==> src/rtl/bk_pkg.sv <==
// Shared types and helpers for the Brent-Kung adder family.
//   pg_t       : (generate, propagate) pair flowing through the prefix tree
//   bk_levels  : number of up-sweep levels for a given operand width
//   pg_combine : the associative prefix operator (hi o lo)
package bk_pkg;

  typedef struct packed {
    logic g;
    logic p;
  } pg_t;

  function automatic int bk_levels(input int width);
    return $clog2(width);
  endfunction

  // hi covers the more significant span, lo the adjacent less significant one.
  function automatic pg_t pg_combine(input pg_t hi, input pg_t lo);
    pg_t res;
    res.g = hi.g | (hi.p & lo.g);
    res.p = hi.p & lo.p;
    return res;
  endfunction

endpackage

==> src/rtl/bk_prefix_tree.sv <==
// Combinational Brent-Kung carry network.
//   g_i, p_i : bit-level generate / propagate, WIDTH bits (power of two, >= 4)
//   c0_i     : carry into bit 0
//   carry_o  : carry_o[i] is the carry into bit i; carry_o[WIDTH] is the carry out
// Level 0 holds the bit signals, levels 1..LEVELS are the up-sweep and the
// remaining LEVELS-1 levels are the down-sweep. After the last level every
// column i holds the group (G,P) of span [i:0].
module bk_prefix_tree
  import bk_pkg::*;
#(
  parameter int WIDTH = 32
) (
  input  logic [WIDTH-1:0] g_i,
  input  logic [WIDTH-1:0] p_i,
  input  logic             c0_i,
  output logic [WIDTH:0]   carry_o
);

  localparam int LEVELS = bk_levels(WIDTH);
  localparam int NLEV   = 2 * LEVELS - 1;

  for (genvar lv = 0; lv <= NLEV; lv++) begin : gStage
    logic [WIDTH-1:0] gRow;
    logic [WIDTH-1:0] pRow;

    if (lv == 0) begin : gLeaf
      assign gRow = g_i;
      assign pRow = p_i;
    end else begin : gInner
      for (genvar i = 0; i < WIDTH; i++) begin : gBit
        // Up-sweep level lv joins blocks of 2^lv; down-sweep level D fills
        // the midpoints of blocks of 2^D from the already-complete prefix.
        localparam bit UP   = (lv <= LEVELS);
        localparam int D    = UP ? lv : (2 * LEVELS - lv);
        localparam int SPAN = 1 << (D - 1);
        localparam bit NODE = UP ? (((i + 1) % (2 * SPAN)) == 0)
                                 : ((((i + 1) % (2 * SPAN)) == SPAN) && ((i + 1) > 2 * SPAN));
        if (NODE) begin : gNode
          pg_t hi;
          pg_t lo;
          pg_t res;
          assign hi  = {gStage[lv-1].gRow[i], gStage[lv-1].pRow[i]};
          assign lo  = {gStage[lv-1].gRow[i-SPAN], gStage[lv-1].pRow[i-SPAN]};
          assign res = pg_combine(hi, lo);
          assign gRow[i] = res.g;
          assign pRow[i] = res.p;
        end else begin : gPass
          assign gRow[i] = gStage[lv-1].gRow[i];
          assign pRow[i] = gStage[lv-1].pRow[i];
        end
      end
    end
  end

  // carry[i+1] = G[i:0] | P[i:0] & c0
  assign carry_o = {gStage[NLEV].gRow | (gStage[NLEV].pRow & {WIDTH{c0_i}}), c0_i};

endmodule

==> src/rtl/bk_adder_pipe.sv <==
// Three-stage pipelined Brent-Kung adder/subtractor with valid/ready on both sides.
//   clk, rst            : clock, synchronous active-high reset
//   in_valid / in_ready : input handshake; a, b, cin, sub, tag_in are the operation
//   out_valid/out_ready : output handshake; sum, cout, ovf, tag_out are the result
// sub=1 inverts b and the carry-in so that cin=0 yields a-b and cin=1 yields a-b-1;
// cout is then NOT-borrow. ovf is signed two's-complement overflow.
// S1 holds bit-level p/g, S2 holds p plus the resolved carry vector, S3 the outputs.
// A single global stall freezes every stage whenever the output is valid but
// not being taken, so bubbles travel as invalid stages and are never squeezed out.
module bk_adder_pipe
  import bk_pkg::*;
#(
  parameter int WIDTH = 32,
  parameter int TAG_W = 4
) (
  input  logic             clk,
  input  logic             rst,
  input  logic             in_valid,
  output logic             in_ready,
  input  logic [WIDTH-1:0] a,
  input  logic [WIDTH-1:0] b,
  input  logic             cin,
  input  logic             sub,
  input  logic [TAG_W-1:0] tag_in,
  output logic             out_valid,
  input  logic             out_ready,
  output logic [WIDTH-1:0] sum,
  output logic             cout,
  output logic             ovf,
  output logic [TAG_W-1:0] tag_out
);

  logic             advance;
  logic [WIDTH-1:0] bx;

  logic             v1_q, v2_q, v3_q;
  logic             v1_d, v2_d, v3_d;

  logic [WIDTH-1:0] s1P_q, s1G_q;
  logic             s1C0_q;
  logic [TAG_W-1:0] s1Tag_q;

  logic [WIDTH:0]   treeCarry;
  logic [WIDTH-1:0] s2P_q;
  logic [WIDTH:0]   s2Carry_q;
  logic [TAG_W-1:0] s2Tag_q;

  logic [WIDTH-1:0] sum_q, sum_d;
  logic             cout_q, cout_d;
  logic             ovf_q, ovf_d;
  logic [TAG_W-1:0] tagOut_q, tagOut_d;

  assign advance  = !v3_q || out_ready;
  assign in_ready = advance;
  assign bx       = b ^ {WIDTH{sub}};

  bk_prefix_tree #(
    .WIDTH (WIDTH)
  ) uTree (
    .g_i     (s1G_q),
    .p_i     (s1P_q),
    .c0_i    (s1C0_q),
    .carry_o (treeCarry)
  );

  // Valid bits and output registers only change when the pipe moves; outputs
  // load only from a valid S2 so they keep the last result through bubbles.
  always_comb begin
    v1_d     = v1_q;
    v2_d     = v2_q;
    v3_d     = v3_q;
    sum_d    = sum_q;
    cout_d   = cout_q;
    ovf_d    = ovf_q;
    tagOut_d = tagOut_q;
    if (advance) begin
      v1_d = in_valid;
      v2_d = v1_q;
      v3_d = v2_q;
      if (v2_q) begin
        sum_d    = s2P_q ^ s2Carry_q[WIDTH-1:0];
        cout_d   = s2Carry_q[WIDTH];
        ovf_d    = s2Carry_q[WIDTH] ^ s2Carry_q[WIDTH-1];
        tagOut_d = s2Tag_q;
      end
    end
  end

  always_ff @(posedge clk) begin
    if (rst) begin
      v1_q     <= 1'b0;
      v2_q     <= 1'b0;
      v3_q     <= 1'b0;
      sum_q    <= '0;
      cout_q   <= 1'b0;
      ovf_q    <= 1'b0;
      tagOut_q <= '0;
    end else begin
      v1_q     <= v1_d;
      v2_q     <= v2_d;
      v3_q     <= v3_d;
      sum_q    <= sum_d;
      cout_q   <= cout_d;
      ovf_q    <= ovf_d;
      tagOut_q <= tagOut_d;
    end
  end

  // Datapath stages carry no reset; their contents are qualified by the valid bits.
  always_ff @(posedge clk) begin
    if (advance) begin
      s1P_q     <= a ^ bx;
      s1G_q     <= a & bx;
      s1C0_q    <= cin ^ sub;
      s1Tag_q   <= tag_in;
      s2P_q     <= s1P_q;
      s2Carry_q <= treeCarry;
      s2Tag_q   <= s1Tag_q;
    end
  end

  assign out_valid = v3_q;
  assign sum       = sum_q;
  assign cout      = cout_q;
  assign ovf       = ovf_q;
  assign tag_out   = tagOut_q;

endmodule

==> config.mk <==
export PLATFORM = sky130hd
export DESIGN_NAME = bk_adder_pipe
export DESIGN_NICKNAME = d
export VERILOG_FILES = /design/src/rtl/bk_pkg.sv /design/src/rtl/bk_prefix_tree.sv /design/src/rtl/bk_adder_pipe.sv
export SDC_FILE = /design/constraint.sdc
export NUM_CORES = 1
export LEC_CHECK = 0
export ABC_AREA = 1
export BUFFER_PORTS_ARGS = -buffer_cell sky130_fd_sc_hd__buf_2
export CAP_MARGIN = 5
export CORE_MARGIN = 10
export CORE_UTILIZATION = 50
export CTS_CLUSTER_SIZE = 40
export DETAILED_ROUTE_END_ITERATION = 10
export PLACE_DENSITY = 0.72
export SLEW_MARGIN = 30
export SYNTH_ARGS = -nofsm -noshare
export SYNTH_HDL_FRONTEND = slang
export SYNTH_SLANG_ARGS = --single-unit
==> constraint.sdc <==
create_clock -name clk -period 5.2 [get_ports clk]
set_input_delay 0.26 -clock clk [delete_from_list [all_inputs] [get_ports clk]]
set_output_delay 0.26 -clock clk [all_outputs]
set_load 0.03 [all_outputs]
Word-level counts from Yosys, hierarchy flattened. Index checks and enable logic that the tools add are counted.

Register bits after elaboration: 179. Bits in latches: 0. RAM bits: 0. Memory bits (read-only): 0. Word-level logic and storage cells: 196. Memories kept: 0.

Add/sub/neg operators: 0. Multipliers: 0. Div/mod/pow operators: 0. $lt $le $gt $ge: 0. Equal/unequal tests: 0. Shift operators: 0. Mux-type cells: 0. Bitwise gates (word level): 179. Reductions and logical operators: 3.

Operator list (count): AND 1 bit (114); bitwise XOR 32 bit (3); AND 32 bit (2); bitwise OR 1 bit (57); bitwise OR 32 bit (1); AND reduction 2 bit (1); bitwise XOR 1 bit (2); logical NOT 1 bit (1); logical OR 1 bit (1).

Logic depth before layout (Yosys ltp). Gate-level depths: netlist (run 1).

Depth after elaboration: 17. Depth in mapped cells: 16. Gate-level depth less buffers: 16.

Modules after synthesis. From an unflattened synthesis (run 1), not the netlist that was laid out.

Cells, all modules: 727. Area total of the unflattened synthesis: 7771.2 µm².

By module, submodules not included: bk_adder_pipe (times used 1, cells each 591, area an instance 7043.0 µm², seq. area each 4964.8 µm²); bk_prefix_tree (times used 1, cells each 136, area an instance 728.2 µm², seq. area each 0.0 µm²).

Worst setup path after synthesis (run 1). OpenSTA, ideal clock, no wires.

Kind: register to register. Start point: register v3_q (netlist: out_valid). End point: register s1C0_q, enable pin. Arrival: 3.433 ns. Setup slack: 1.266 ns. Stages on the path, launching flop included: 4. Period minus slack after synthesis: 3.934 ns. Path through: dfxtp_1 -> inv_1 -> nor2_1 -> inv_1.

Cells in the longest elaborated chain, start to end: 2.

RTL lines: start, declared (RTL line bk_adder_pipe.sv:36) `logic v1_q, v2_q, v3_q;`; start signal, assigned (RTL line bk_adder_pipe.sv:101) `v3_q <= v3_d;`; logical NOT 1 bit (RTL line bk_adder_pipe.sv:53) `assign advance = !v3_q || out_ready;`; logical OR 1 bit (RTL line bk_adder_pipe.sv:53); named net in_ready (RTL line bk_adder_pipe.sv:19) `output logic in_ready,`; end signal, assigned (RTL line bk_adder_pipe.sv:114) `s1C0_q <= cin ^ sub;`; end, declared (RTL line bk_adder_pipe.sv:40) `logic s1C0_q;`.

The timed path passes the listed nets, and every way through them passes these cells. A chain may end at the register's enable or synchronous reset.

Worst setup path in the final report (run 1).
Start point: register v3_q (netlist: out_valid). End point: output in_ready.

Cells in the longest elaborated chain, start to end: 2.

RTL lines (RTL line): logical NOT 1 bit (bk_adder_pipe.sv:53); logical OR 1 bit (bk_adder_pipe.sv:53); end, declared (bk_adder_pipe.sv:19).

No other way between the ends.

==> results of run 1 <==
## power by group through the flow
stage	clock, mW	combinational, mW	sequential (mW)
floorplan	0	0.266	1.93
global placement	0	0.406	1.90
detailed placement	0	0.419	1.91
CTS	1.27	0.423	1.88
global route	1.34	0.469	1.90
finish	1.24	0.415	1.88
## per-layer routing
metal	GRT usage	vias up	part of all wire
met4	0.0728	0	0.019
met2	0.200	86	0.50
met3	0.0367	18	0.048
met1	0.144	1822	0.44
li1	-	2061	-
met5	0	-	0
## kinds of logic after synthesis
group,count (synthesis),share of synthesized area
flops,179,0.693
fa+ha+maj,32,0.0559
xor+xnor,66,0.0807
compound gates,70,0.0680
buf+inv,43,0.0231
simple gates,129,0.0790
## through the flow
step                      instances  utilization  cell area [um2]  setup slack (ps)
after floorplan                 519            -             7160              1270
after detailed placement        798        0.568             7910              2820
after CTS                       830        0.611             8510              2370
final                           830        0.611             8510              2420
after global placement          798        0.568             7910              2890
after global routing            830        0.611             8510              2200
## flip-flops by register name, summed over array words and instances, names as in the netlist
signal and cells:
s2Carry_q 33, s1G_q 32, s1P_q 32, s2P_q 32, sum 32, s1Tag_q 4, s2Tag_q 4, tag_out 4
cout 1, out_valid 1, ovf 1, s1C0_q 1, v1_q 1, v2_q 1
## final cells by class
class                           instances  area share
Clock inverter                          7     0.00794
Inverter                               27      0.0125
Timing Repair Buffer                  115      0.0682
Multi-Input combinational cell        297       0.239
Sequential cell                       179       0.584
Clock buffer                           25      0.0621
Tap cell                              180      0.0265
## cell usage after synthesis
cell / number / share of area
edfxtp_1: 138 / 0.58
inv_1: 24 / 0.013
ha_1: 32 / 0.056
buf_2: 3 / 0.0021
nor2_2: 5 / 0.0044
a21oi_1: 16 / 0.011
dfxtp_1: 41 / 0.11
a211oi_1: 35 / 0.037
inv_2: 3 / 0.0016
nand3_1: 8 / 0.0056
xor2_1: 33 / 0.040
nand3_2: 1 / 0.0014
nand4_1: 1 / 0.00087
xnor2_1: 33 / 0.040
a21oi_2: 1 / 0.0012
nor2_1: 43 / 0.023
nand2_1: 61 / 0.032
nand2_4: 5 / 0.0079
clkbuf_1: 13 / 0.0068
nand2_2: 5 / 0.0044
a21o_1: 16 / 0.017
o21bai_1: 2 / 0.0021
## how the worst max path moves through the flow
stage | startpoint | end | slack, ps | cells past startpoint
global placement | out_ready | in_ready | 2890 | 5
CTS | out_valid | in_ready | 2370 | 5
global route | out_valid | in_ready | 2200 | 5
detailed placement | out_ready | in_ready | 2820 | 5
floorplan | out_valid | s1C0_q | 1270 | 3
finish | out_valid | in_ready | 2420 | 5
==> insert_results.sql, run 1 <==
INSERT INTO impl_metrics (metric_group, metric, value, unit) VALUES
('drt', 'routed_via_density', '4.80', ''),
('clocking', 'number_of_hold_buffers_added_after_cts', '0', ''),
('synth', 'synth.net_count', '625', ''),
('worst_setup_path', 'setup.reg_to_reg.worst_slack', '3040', 'ps'),
('finish', 'antenna_diode_instance_count', '0', ''),
('power', 'static-leakage-power', '3.67', 'nW'),
('grt', 'grt_pass1_wl', '19.3', 'mm'),
('worst_setup_path', 'cp_max_fo', '74', ''),
('grt', 'globalRoute.totalOverflow', '0', ''),
('timing', 'setup_violations', '0', ''),
('drt', 'route.detailed.drc', '0', ''),
('placement', 'detailedPlacementHpwl', '8.54', 'mm'),
('synth', 'synthesis.area_per_instance', '13.8', 'um2'),
('clocking', 'clk_transition_reported_paths', '60', 'ps'),
('drt', 'wirelength', '12.0', 'mm'),
('clocking', 'cts-root-buf', 'clkbuf_16', ''),
('clocking', 'cts.path.max_buffers', '2', ''),
('worst_setup_path', 'reg2reg_to', 's2Carry_q[0]', ''),
('drt', 'wl_per_cell', '14.4', 'um'),
('clocking', 'clock_insertion_delay_worst_skew', '420', 'ps'),
('finish', 'register_area', '4960', 'um2'),
('synth', 'synthesized_instance_count', '519', ''),
('worst_setup_path', 'worst_setup_path_start_kind', 'flop', ''),
('placement', 'place_congestion', '0.759', ''),
('timing', 'hold_slack', '26.1', 'ps'),
('timing', 'timing.slew.headroom', '0.361', ''),
('timing', 'timing.final.crit_share', '0.535', ''),
('power', 'power.share.combinational', '0.117', ''),
('min_path', 'hold-path-cell-count', '1', ''),
('flow_run', 'drv_cap', '0', ''),
('run_status', 'run_status', 'finished, final reports clean', ''),
('synth', 'ys.warnings.count', '0', ''),
('worst_setup_path', 'depth_of_the_most_critical_reg_to_reg_path', '4', ''),
('worst_setup_path', 'reg2reg_from', 'out_valid', ''),
('drt', 'via_count', '3987', ''),
('power', 'switching_share', '0.233', ''),
('clocking', 'post_cts_resize_count', '0', ''),
('finish', 'nNetsFinal', '743', ''),
('worst_setup_path', 'end_kind', 'output port', ''),
('synth', 'synth.ff_latch_count', '179', ''),
('synth', 'yosysSeqAreaShare', '0.693', ''),
('power', 'net-switching-power', '825', 'uW'),
('finish', 'most_used_cells_in_the_layout_excluding_fill_and_tap_cells', '138 x edfxtp_1, 113 x buf_2, 61 x nand2_1, 43 x nor2_1, 41 x dfxtp_1', ''),
('min_path', 'hold_path_end', 's1Tag_q[2]', ''),
('clocking', 'cts_htree_levels', '4', ''),
('die', 'ioPinCount', '114', ''),
('timing', 'max_freq', '360', 'MHz'),
('worst_setup_path', 'crit_family', 'buffers and inverters', ''),
('timing', 'timing_worst_slew_pin_value', '958', 'ps'),
('worst_setup_path', 'cp.required', '4940', 'ps'),
('finish', 'n_fill_cell', '1082', ''),
('synth', 'synth_cell_types', '22', ''),
('finish', 'layout-area-overhead-vs-synth', '18.8', '%'),
('min_path', 'timing.hold.worst.start', 'tag_in[2]', ''),
('placement', 'place.port_buffers', '113', ''),
('grt', 'groute.usage.overall', '0.124', ''),
('finish', 'final_common_cell', 'edfxtp_1', ''),
('timing', 'maxSlewViolCount', '0', ''),
('clocking', 'clock_sink_count', '179', ''),
('die', 'num_rows', '43', ''),
('timing', 'finalCriticalPeriod', '2780', 'ps'),
('grt', 'grt_start_max_net_pins', '75', ''),
('timing', 'report.final.hold_viol_count', '0', ''),
('synth', 'post_synth_instance_area', '7160', 'um2'),
('power', 'seq_power_share', '0.531', ''),
('die', 'design.die.area', '19500', 'um2'),
('die', 'design.core.area', '13900', 'um2'),
('power', 'power.total', '3.54', 'mW'),
('die', 'die_width', '140', 'um'),
('power', 'clock_power_share', '0.351', ''),
('clocking', 'cts_tree', 'done', '');
No activity file was read; power rests on OpenSTA's default activity.
==> inputs of run 2 (changes only) <==
Settings changed: PLACE_DENSITY 0.72 to 0.75.
Clock period 5.2 ns to 2.3 ns, I/O delays scaled along.
==> run 2 against run 1 <==
Effect of this change:
- power is 130% higher
- global-route usage is 0.48 points higher
- die area stayed put
- clock skew is 3.6 ps lower
==> insert_results.sql, run 2 (synthesized netlist as in run 1, its figures left out) <==
INSERT INTO impl_metrics (metric_group, metric, value, unit) VALUES
('worst_setup_path', 'worst_setup_path_start_kind', 'flop', ''),
('power', 'static-leakage-power', '3.84', 'nW'),
('drt', 'via_count', '4128', ''),
('die', 'die_width', '140', 'um'),
('grt', 'number_of_antenna_violations_at_the_first_check_in_global_routing', '0', ''),
('clocking', 'clock_insertion_delay_worst_skew', '420', 'ps'),
('clocking', 'number_of_hold_buffers_added_after_cts', '36', ''),
('power', 'switching_share', '0.238', ''),
('timing', 'setup_violations', '0', ''),
('clocking', 'postCtsSetupBuffers', '0', ''),
('power', 'seq_power_share', '0.531', ''),
('placement', 'place.port_buffers', '113', ''),
('worst_setup_path', 'path_cells', 'inv_2 > nor2_4 > clkinvlp_4 > buf_12 > buf_2', ''),
('drt', 'route.detailed.drc', '0', ''),
('grt', 'groute.usage.overall', '0.129', ''),
('clocking', 'clk_transition_reported_paths', '60', 'ps'),
('timing', 'timing.slew.headroom', '0.488', ''),
('finish', 'final_common_cell', 'edfxtp_1', ''),
('grt', 'grt_start_max_net_pins', '73', ''),
('power', 'power.share.combinational', '0.125', ''),
('power', 'cell_internal_pwr', '6.10', 'mW'),
('min_path', 'holdCritPathClass', 'input port to flop', ''),
('finish', 'post_route_cells_drive_above_1_share', '0.251', ''),
('clocking', 'cts.path.max_buffers', '2', ''),
('finish', 'layoutNonFillerInstCount', '869', ''),
('clocking', 'numCtsBuffers', '17', ''),
('finish', 'nNetsFinal', '782', ''),
('power', 'power.ir.vdd_worst', '525', 'uV'),
('drt', 'routed_via_density', '4.75', ''),
('placement', 'detailedPlacementHpwl', '8.57', 'mm'),
('die', 'ioPinCount', '114', ''),
('timing', 'timing.final.crit_share', '0.803', ''),
('clocking', 'cts-root-buf', 'clkbuf_16', ''),
('grt', 'globalRoute.totalOverflow', '0', ''),
('die', 'design.die.area', '19500', 'um2'),
('worst_setup_path', 'criticalPathCategory', 'flop to output port', ''),
('timing', 'maxSlewViolCount', '0', ''),
('clocking', 'post_cts_resize_count', '0', ''),
('timing', 'unrepaired_setup_endpoints_after_global_routing', 'no', ''),
('power', 'power.density', '898', 'nW/um2'),
('run_status', 'run_status', 'finished, final reports clean', ''),
('placement', 'pre_cts_slack', '484', 'ps'),
('finish', 'largest_register_ffs', '33', ''),
('worst_setup_path', 'cp.arrival', '1730', 'ps'),
('finish', 'antenna_diode_instance_count', '0', ''),
('die', 'floorplan.die.height', '140', 'um'),
('finish', 'n_fill_cell', '1010', ''),
('placement', 'place_congestion', '0.801', ''),
('grt', 'grt_pass1_wl', '20.2', 'mm'),
('worst_setup_path', 'max_stage_delay', '340', 'ps'),
('timing', 'timing_worst_slew_pin_value', '767', 'ps'),
('drt', 'ant_nets', '0', ''),
('flow_run', 'drv_cap', '0', ''),
('power', 'net-switching-power', '1.91', 'mW'),
('drt', 'wirelength', '12.2', 'mm'),
('finish', 'most_used_cells_in_the_layout_excluding_fill_and_tap_cells', '138 x edfxtp_1, 113 x buf_2, 61 x nand2_1, 42 x nor2_1, 40 x dfxtp_1', ''),
('power', 'clock_power_share', '0.344', ''),
('timing', 'max_freq', '541', 'MHz'),
('clocking', 'cts_tree', 'done', ''),
('worst_setup_path', 'end_kind', 'output port', ''),
('timing', 'finalCriticalPeriod', '1850', 'ps'),
('clocking', 'clock_sink_count', '179', ''),
('drt', 'drt_iter0_markers', '224', ''),
('worst_setup_path', 'cp_max_fo', '72', ''),
('placement', 'placed_cells_incl_taps', '801', ''),
('timing', 'final.setup.worst_slack', '452', 'ps'),
('drt', 'wl_per_cell', '14.0', 'um'),
('worst_setup_path', 'critPathSlowestCell', 'dfxtp_4', ''),
('timing', 'clock-skew-final', '9.71', 'ps'),
('timing', 'hold_slack', '16.7', 'ps'),
('grt', 'grt_pass1_vias', '4229', ''),
('die', 'design.core.area', '13900', 'um2'),
('timing', 'report.final.hold_viol_count', '0', ''),
('worst_setup_path', 'cp.required', '2180', 'ps'),
('finish', 'max_flop_register', 's2Carry_q', ''),
('finish', 'layout-area-overhead-vs-synth', '24.6', '%'),
('die', 'num_rows', '43', ''),
('clocking', 'cts_htree_levels', '4', ''),
('drt', 'drt_pass1_iterations', '4', ''),
('die', 'floorplan.initialDensity', '0.514', '');
## run 2: changes by cell type in the layout (fill, tap and decap cells not counted), moves of 2 or more
cell and delta:
buf_12 +3, dlygate4sd3_1 +36, clkbuf_1 -2, clkinvlp_4 +2, inv_4 +2
## run 2: final timing paths
path	start	endpoint	slack, ps	depth (start not counted)
worst max-delay path	out_valid	in_ready	450	5
worst min-delay path	a[2]	s1P_q[2]	20	2
worst max register to register	s1P_q[6]	s2Carry_q[15]	480	12
worst min register to register	s1Tag_q[3]	s2Tag_q[3]	420	0
## run 2: area by class of cell
type	instances	area (um2)	share of cell area
clock buffer	21	482	0.0540
inverter	27	105	0.0118
timing repair buffer	154	1000	0.112
tap	180	225	0.0252
sequential	179	4970	0.557
clock inverter	11	97.6	0.0109
multi-input combinational	297	2040	0.229
## run 2: worst max-delay path, delay by kind of cell, from the launching register on
family	cells	cell delay [ps]
simple gates	1	190
flops	1	340
buf+inv	4	730
## run 2: metrics by stage
stage / instance area [um2] / TNS, ps / total power [mW] / util
after floorplan: 7180 / -127710 / 4.96 / -
after global placement: 7980 / 0 / 5.22 / 0.573
after detailed placement: 7980 / 0 / 5.28 / 0.573
after CTS: 8920 / 0 / 8.10 / 0.640
after global routing: 8920 / 0 / 8.37 / 0.640
final: 8920 / 0 / 8.01 / 0.640
## run 2: metal layers
layer / vias to the layer above / global-route usage / routed length [um]
met1: 1889 / 0.145 / 5210
met3: 16 / 0.0436 / 591
li1: 2145 / - / -
met2: 78 / 0.216 / 6200
met4: 0 / 0.0609 / 197
met5: - / 0 / 0
## run 2: power by group through the flow
stage	clock [mW]	combinational (mW)	sequential [mW]
floorplan	0	0.602	4.36
detailed placement	0	0.959	4.32
finish	2.76	1.00	4.25
global placement	0	0.931	4.29
global route	2.95	1.12	4.30
CTS	2.83	1.02	4.25
